## config.mk

```make
export PLATFORM = sky130hd
export DESIGN_NAME = gray_run_ctrl_flat
export DESIGN_NICKNAME = d
export VERILOG_FILES = /design/src/rtl/gray_run_ctrl_if.sv /design/src/rtl/gray_run_ctrl.sv /design/src/flat_wrapper.sv
export SDC_FILE = /design/constraint.sdc
export NUM_CORES = 1
export LEC_CHECK = 0
export ABC_AREA = 0
export BUFFER_PORTS_ARGS = -buffer_cell sky130_fd_sc_hd__buf_2
export CAP_MARGIN = 10
export CORE_MARGIN = 10
export CORE_UTILIZATION = 40
export DETAILED_ROUTE_END_ITERATION = 7
export GPL_TIMING_DRIVEN = 0
export PLACE_DENSITY = 0.69
export SYNTH_ARGS = -nofsm -noshare
export SYNTH_HDL_FRONTEND = slang
export SYNTH_SLANG_ARGS = --single-unit
```

## constraint.sdc

```tcl
create_clock -name Clk -period 2.35 [get_ports Clk]
set_input_delay 0.235 -clock Clk [delete_from_list [all_inputs] [get_ports Clk]]
set_output_delay 0.235 -clock Clk [all_outputs]
set_load 0.01 [all_outputs]
```

## src/rtl/gray_run_ctrl_if.sv

```systemverilog
// Host-side command/status bundle for gray_run_ctrl.
// The host drives run commands (master); the controller reports status (slave).
interface gray_run_ctrl_if #(
  parameter int unsigned STEP_W = 5
) ();
  logic              Start;
  logic [STEP_W-1:0] Steps;
  logic              Hold;
  logic              Abort;
  logic              Busy;
  logic              Done;
  logic              Aborted;
  logic              Error;
  logic [STEP_W-1:0] Wraps;
  logic [2:0]        FinalGray;

  modport master (
    output Start, Steps, Hold, Abort,
    input  Busy, Done, Aborted, Error, Wraps, FinalGray
  );

  modport slave (
    input  Start, Steps, Hold, Abort,
    output Busy, Done, Aborted, Error, Wraps, FinalGray
  );
endinterface

```

## src/rtl/gray_run_ctrl.sv

```systemverilog
// Run sequencer for a 3-bit gray counter: clears it, issues a counted number of enable
// pulses, checks each step for a single-bit change and consistent overflow, reports results.
module gray_run_ctrl #(
  parameter int unsigned STEP_W = 5
) (
  input  logic                 Clk,
  input  logic                 Reset,
  gray_run_ctrl_if.slave       host,
  input  logic [2:0]           CntValue,
  input  logic                 CntOverflow,
  output logic                 CntReset,
  output logic                 CntEn
);

  typedef enum logic [1:0] {StIdle, StClear, StRun, StDone} state_e;

  state_e            state_q, state_d;
  logic [STEP_W-1:0] remaining_q, remaining_d;
  logic [STEP_W-1:0] wraps_q, wraps_d;
  logic [2:0]        prev_q, prev_d;
  logic [2:0]        final_q, final_d;
  logic              pend_q, pend_d;
  logic              done_q, done_d;
  logic              aborted_q, aborted_d;
  logic              error_q, error_d;

  logic              check_en;
  logic              wrap_seen;
  logic [2:0]        diff;

  always_comb begin
    CntReset = (state_q == StClear);
    CntEn    = (state_q == StRun) & ~host.Hold & ~host.Abort;
  end

  assign host.Busy      = (state_q != StIdle);
  assign host.Done      = done_q;
  assign host.Aborted   = aborted_q;
  assign host.Error     = error_q;
  assign host.Wraps     = wraps_q;
  assign host.FinalGray = final_q;

  // The value checked is the one produced by the step issued in the previous cycle.
  assign check_en  = pend_q && ((state_q == StRun) || (state_q == StDone));
  assign diff      = CntValue ^ prev_q;
  assign wrap_seen = (prev_q == 3'b100) && (CntValue == 3'b000);

  always_comb begin
    state_d     = state_q;
    remaining_d = remaining_q;
    wraps_d     = wraps_q;
    prev_d      = prev_q;
    final_d     = final_q;
    pend_d      = pend_q;
    aborted_d   = aborted_q;
    error_d     = error_q;
    done_d      = 1'b0;

    if (check_en) begin
      prev_d = CntValue;
      if (!$onehot(diff)) begin
        error_d = 1'b1;
      end
      if (wrap_seen) begin
        if (wraps_q != '1) begin
          wraps_d = wraps_q + STEP_W'(1);
        end
        if (!CntOverflow) begin
          error_d = 1'b1;
        end
      end else if (CntOverflow && (wraps_q == '0)) begin
        error_d = 1'b1;
      end
    end

    unique case (state_q)
      StIdle: begin
        if (host.Start) begin
          state_d     = StClear;
          remaining_d = host.Steps;
          error_d     = 1'b0;
          wraps_d     = '0;
          aborted_d   = 1'b0;
        end
      end
      StClear: begin
        prev_d = 3'b000;
        pend_d = 1'b0;
        if (host.Abort) begin
          state_d   = StDone;
          aborted_d = 1'b1;
        end else if (remaining_q == '0) begin
          state_d = StDone;
        end else begin
          state_d = StRun;
        end
      end
      StRun: begin
        pend_d = CntEn;
        if (host.Abort) begin
          state_d   = StDone;
          aborted_d = 1'b1;
        end else if (CntEn) begin
          remaining_d = remaining_q - STEP_W'(1);
          if (remaining_q == STEP_W'(1)) begin
            state_d = StDone;
          end
        end
      end
      StDone: begin
        final_d = CntValue;
        done_d  = 1'b1;
        pend_d  = 1'b0;
        state_d = StIdle;
      end
      default: state_d = StIdle;
    endcase
  end

  always_ff @(posedge Clk) begin
    if (Reset) begin
      state_q     <= StIdle;
      remaining_q <= '0;
      wraps_q     <= '0;
      prev_q      <= 3'b000;
      final_q     <= 3'b000;
      pend_q      <= 1'b0;
      done_q      <= 1'b0;
      aborted_q   <= 1'b0;
      error_q     <= 1'b0;
    end else begin
      state_q     <= state_d;
      remaining_q <= remaining_d;
      wraps_q     <= wraps_d;
      prev_q      <= prev_d;
      final_q     <= final_d;
      pend_q      <= pend_d;
      done_q      <= done_d;
      aborted_q   <= aborted_d;
      error_q     <= error_d;
    end
  end

endmodule

```

## src/flat_wrapper.sv

```systemverilog
// flat-port wrapper written by rule: the top's interface ports become plain ports
module gray_run_ctrl_flat 
#(
  parameter int unsigned STEP_W = 5
)
  (Clk, Reset, CntValue, CntOverflow, CntReset, CntEn, host_Start, host_Steps, host_Hold, host_Abort, host_Busy, host_Done, host_Aborted, host_Error, host_Wraps, host_FinalGray);
  gray_run_ctrl_if #(.STEP_W(STEP_W)) host_i ();
  input  logic Clk;
  input  logic Reset;
  input  logic [2:0] CntValue;
  input  logic CntOverflow;
  output logic CntReset;
  output logic CntEn;
  input wire logic [$bits(host_i.Start)-1:0] host_Start;
  input wire logic [$bits(host_i.Steps)-1:0] host_Steps;
  input wire logic [$bits(host_i.Hold)-1:0] host_Hold;
  input wire logic [$bits(host_i.Abort)-1:0] host_Abort;
  output wire logic [$bits(host_i.Busy)-1:0] host_Busy;
  output wire logic [$bits(host_i.Done)-1:0] host_Done;
  output wire logic [$bits(host_i.Aborted)-1:0] host_Aborted;
  output wire logic [$bits(host_i.Error)-1:0] host_Error;
  output wire logic [$bits(host_i.Wraps)-1:0] host_Wraps;
  output wire logic [$bits(host_i.FinalGray)-1:0] host_FinalGray;
  assign host_i.Start = host_Start;
  assign host_i.Steps = host_Steps;
  assign host_i.Hold = host_Hold;
  assign host_i.Abort = host_Abort;
  assign host_Busy = host_i.Busy;
  assign host_Done = host_i.Done;
  assign host_Aborted = host_i.Aborted;
  assign host_Error = host_i.Error;
  assign host_Wraps = host_i.Wraps;
  assign host_FinalGray = host_i.FinalGray;
  gray_run_ctrl #(.STEP_W(STEP_W)) u_core (.Clk(Clk), .Reset(Reset), .host(host_i), .CntValue(CntValue), .CntOverflow(CntOverflow), .CntReset(CntReset), .CntEn(CntEn));
endmodule
```

Word-level counts from Yosys, hierarchy flattened
Cells that the tools add are included.
Word-level totals
  register bits: 22
  input port bits: 14
  output and inout port bits: 14
  logic and storage cells: 77
Cells by class
  add/sub/neg operators: 4
  equality and inequality tests: 13
  muxes and demuxes: 28
  bitwise gates (word level): 5
  reductions and logical operators: 18
Operators with widths (count)
  $mux W5: 8
  $mux W1: 11
  $logic_not A5 Y1: 2
  $mux W2: 5
  $pmux W5 S2: 1
  $pmux W2 S4: 1
  $reduce_bool A2 Y1: 4
  $ne A2 B2 Y1 const B: 3
  $ne A3 B3 Y1 const B: 2
  $reduce_and A3 Y1: 2
  $reduce_or A2 Y1: 3
  $add A5 B1 Y5 const B: 1
  $eq A5 B1 Y1 const B: 1
  $ne A5 B5 Y1 const B: 1
  $sub A5 B1 Y5 const B: 1
  $eq A2 B1 Y1 const B: 2
  $eq A2 B2 Y1 const B: 2
  $pmux W1 S2: 2
  $reduce_and A4 Y1: 1
  $eq A3 B3 Y1 const B: 1
  $logic_and A1 B1 Y1: 3
  $logic_not A3 Y1: 1
  $xor A3 B3 Y3: 1
  $add A1 B1 Y2: 1
  6 further kinds: 8

Depth between registers and ports, before layout
  depth in word-level cells: 10
  gate-level depth with buffers: 8
  depth with buffers taken out: 6

Least setup slack after synthesis
No wires, ideal clock.
  kind: flip-flop to flip-flop
  start point: register u_core.state_q[0]
  end point: register u_core.wraps_q[3], in the netlist u_core.host.Wraps[3]
  setup time: 70 ps
  data arrival time: 1508 ps
  required time: 2280 ps
  slack: 772 ps
  stages on the path, launching flop included: 9
  buffers on the path: 2
  cell sequence: dfxtp_1 -> inv_1 -> ha_1 -> buf_2 -> o21a_1 -> buf_4 -> nand3_2 -> or3_1 -> a21oi_1
Between the ends
  word-level cells in the longest chain between the ends: 6
  elaborated cells on any way between the ends: 8
RTL lines
  start, declared: RTL line gray_run_ctrl.sv:17  | state_e state_q, state_d;
  start signal, assigned: RTL line gray_run_ctrl.sv:122  | state_q <= StIdle;
  start signal, assigned: RTL line gray_run_ctrl.sv:132  | state_q <= state_d;
  $eq A2 B2 Y1: RTL line gray_run_ctrl.sv:44  | assign check_en = pend_q && ((state_q == StRun) || (state_q == StDone));
  $logic_or A1 B1 Y1: RTL line gray_run_ctrl.sv:44
  $logic_and A1 B1 Y1: RTL line gray_run_ctrl.sv:44
  $mux W5: RTL line gray_run_ctrl.sv:59  | if (check_en) begin
  $mux W5: RTL line gray_run_ctrl.sv:78  | if (host.Start) begin
  $mux W5 (*): RTL line gray_run_ctrl.sv:76  | unique case (state_q)
  end signal, assigned: RTL line gray_run_ctrl.sv:134  | wraps_q <= wraps_d;
  end, declared: RTL line gray_run_ctrl.sv:19  | logic [STEP_W-1:0] wraps_q, wraps_d;
Mark *: on every way between the ends. The rest lies on a longest branch, timed or not.
A chain may end at the register's enable or synchronous reset.

Final worst setup path
  start point: register u_core.state_q[0]
  end point: output port CntEn
Between the ends
  word-level cells in the longest chain between the ends: 3
RTL lines
  $eq A2 B2 Y1: RTL line gray_run_ctrl.sv:33  | CntEn = (state_q == StRun) & ~host.Hold & ~host.Abort;
  $and A1 B1 Y1 (2 in a row): RTL line gray_run_ctrl.sv:33
  end, declared: RTL line flat_wrapper.sv:13  | output logic CntEn;
Every way passes these cells.

==> out/qor.yml <==
drv_slew: 0
ys_warn_count: 0
vdd_drop_max_mv: 0.556
hold_slack_ns: 0.220
multi_input_area_sq_um: 771
clkLatencyLatePin_ns: 0.31
worst_pin_slew_ns: 0.491
fin_tns_setup_ns: 0
overflow: 0
diodes: 0
fin_crit_ns: 1.94
final_cell_mix: "buf_2 (27), dfxtp_1 (22), a21oi_1 (11), ha_1 (10), inv_1 (9)"
cellPowerDensity_mw_per_mm2: 952
ys_seq_area_frac: 0.344
drc: 0
slowest_delay_ns: 0.36
max_freq_ghz: 0.516
post_cts_buffers: 0
cts_tree: "built"
row_count: 20
final_net_count: 199
synth.distinct_cells: 40
fp.dieW_um: 76.6
cts-root-buf: "clkbuf_4"
cts.clk_slew.worst_paths_ns: 0.13
start_util: 0.419
hold_path_class: "primary input to flip-flop"
grt_pass1_wl_um: 5090
postCtsHoldBufs: 0
dp_hpwl_um: 2370
drt_iter0_drc: 87
place_congestion: 0.826
port_buffers: 26
placed_cells: 213
synth-edff-count: 0
vias: 1146
dp_slack_ns: 0.558
top_layer_used: "met4"
rsz0062_at_grt: "no"
layout_commonest_cell: "buf_2"
wl_met3_um: 158
antenna_found_initial: 0
fin_util: 0.497
setup_violations: 0
p_leak_nw: 0.616
avgSynthCellArea_sq_um: 8.95
die_h_um: 76.6
status: "complete, no violations"
routed_wirelength_um: 3000
crit_path_end_kind: "output pin"
dr.pass1.iters: 4
crit_slowest_cell: "dfxtp_1"
grt_pass1_vias: 1164
register_area_sq_um: 440
fin_skew_ns: 0.0111
post_drt_wl_per_cell_um: 13.8
crit_chain: "inv_1 > ha_1 > buf_2 > nor2b_1 > nor2b_1 > buf_2"
maxSlewHeadroom: 0.673
numCtsBuffers: 3
ant_nets: 0
design.core.area_sq_mm: 0.00305
ios: 28
path_max_fanout: 9
syn_to_final_growth_pct: 18.6
cts_max_path_buffers: 2
period_share: 0.825
max_cap_violations: 0
r2r_setup_slack_ns: 0.56
netlist_instances: 143
drive_gt1_frac: 0.225
met1Wirelength_um: 1320
path_class: "flip-flop to output pin"
h-tree-depth: 1
final_cells: 217
hold_viol: 0
grt_usage: 0.101
postSynthNetCount: 168
cts.sinks: 22
arrival_ns: 1.70
required_ns: 2.12
synth-main-ff-cell: "dfxtp_1"
cts_resized: 0
synth_area_sq_mm: 0.00128
synthArstFlopShare: 0
worst_setup_path_start_kind: "flip-flop"
nFillCells: 317
ys_seq_elements: 22
die-area_sq_mm: 0.00586
grt_max_degree: 14
vias_per_cell: 5.28
routed-wl-met2_um: 1510
worst_slack_ns: 0.410
-- worst paths after layout --
check                                           start                       end  cells after the start
worst max-delay path                u_core.state_q[0]                     CntEn                      6
worst min-delay path                      CntValue[2]  u_core.host.FinalGray[2]                      3
worst max register to register      u_core.state_q[1]     u_core.remaining_q[4]                      7
worst min register to register  u_core.remaining_q[1]     u_core.remaining_q[1]                      2
-- final cells by class --
class | count | area share
Clock buffer | 3 | 0.0148
Timing Repair Buffer | 26 | 0.0857
Buffer | 7 | 0.0231
Inverter | 9 | 0.0223
Sequential cell | 22 | 0.290
Clock inverter | 1 | 0.0198
Multi-Input combinational cell | 105 | 0.508
Tap cell | 44 | 0.0363
-- report_power, final --
part | total (W) | leakage [nW] | internal [W] | switching (W)
combinational | 0.000641 | 0.409 | 0.000272 | 0.000369
clock | 0.000290 | 0.0279 | 0.000172 | 0.000117
sequential | 0.000514 | 0.179 | 0.000439 | 0.0000756
-- cell usage after synthesis, types with 2 or more instances --
cell type | instances | area share
dfxtp_1 | 22 | 0.34
nor2_1 | 8 | 0.023
nor3_1 | 7 | 0.027
o211ai_1 | 4 | 0.023
o21ai_0 | 7 | 0.027
buf_4 | 2 | 0.012
ha_1 | 10 | 0.098
clkbuf_1 | 4 | 0.012
nand4_1 | 3 | 0.015
inv_1 | 9 | 0.026
a22oi_1 | 2 | 0.012
a211oi_1 | 2 | 0.012
o21a_1 | 2 | 0.012
nand3_1 | 2 | 0.0078
a21oi_1 | 11 | 0.043
nand2b_1 | 3 | 0.015
nand2_1 | 8 | 0.023
mux2_2 | 2 | 0.018
xnor2_1 | 4 | 0.027
mux2i_1 | 7 | 0.055
nor2b_1 | 5 | 0.024
-- stage by stage --
step / instance area, sq um / total power [W]
3_3_place_gp: 1470 / 0.00113
5_1_grt: 1520 / 0.00156
3_5_place_dp: 1470 / 0.00116
6_report: 1520 / 0.00145
4_1_cts: 1520 / 0.00145
2_1_floorplan: 1280 / 0.000983
-- sequential cells by signal, indices dropped and copies added (netlist names) --
register and flops:
u_core.host.Done 1, u_core.prev_q 3, u_core.host.Aborted 1, u_core.host.Error 1
u_core.remaining_q 5, u_core.pend_q 1, u_core.host.FinalGray 3, u_core.host.Wraps 5
u_core.state_q 2
-- critical path: cells and delay by family (launching register included) --
family | cells | cell delay (ns)
DFF | 1 | 0.36
adders and majority gates | 1 | 0.15
and+or+nand+nor | 2 | 0.41
buffers and inverters | 3 | 0.48
-- metal layers --
metal,vias to the layer above,global-route usage
met2,27,0.186
met5,-,0
met4,0,0.0223
met1,544,0.106
met3,2,0.0389
li1,573,-
-- cell families after synthesis --
group,Yosys count,synth area share
compound gates,36,0.188
xor+xnor,4,0.0274
fa+ha+maj,11,0.113
buf+inv,16,0.0538
flops,22,0.344
mux,9,0.0723
simple gates,45,0.201
(Power assumes the default switching activity.)
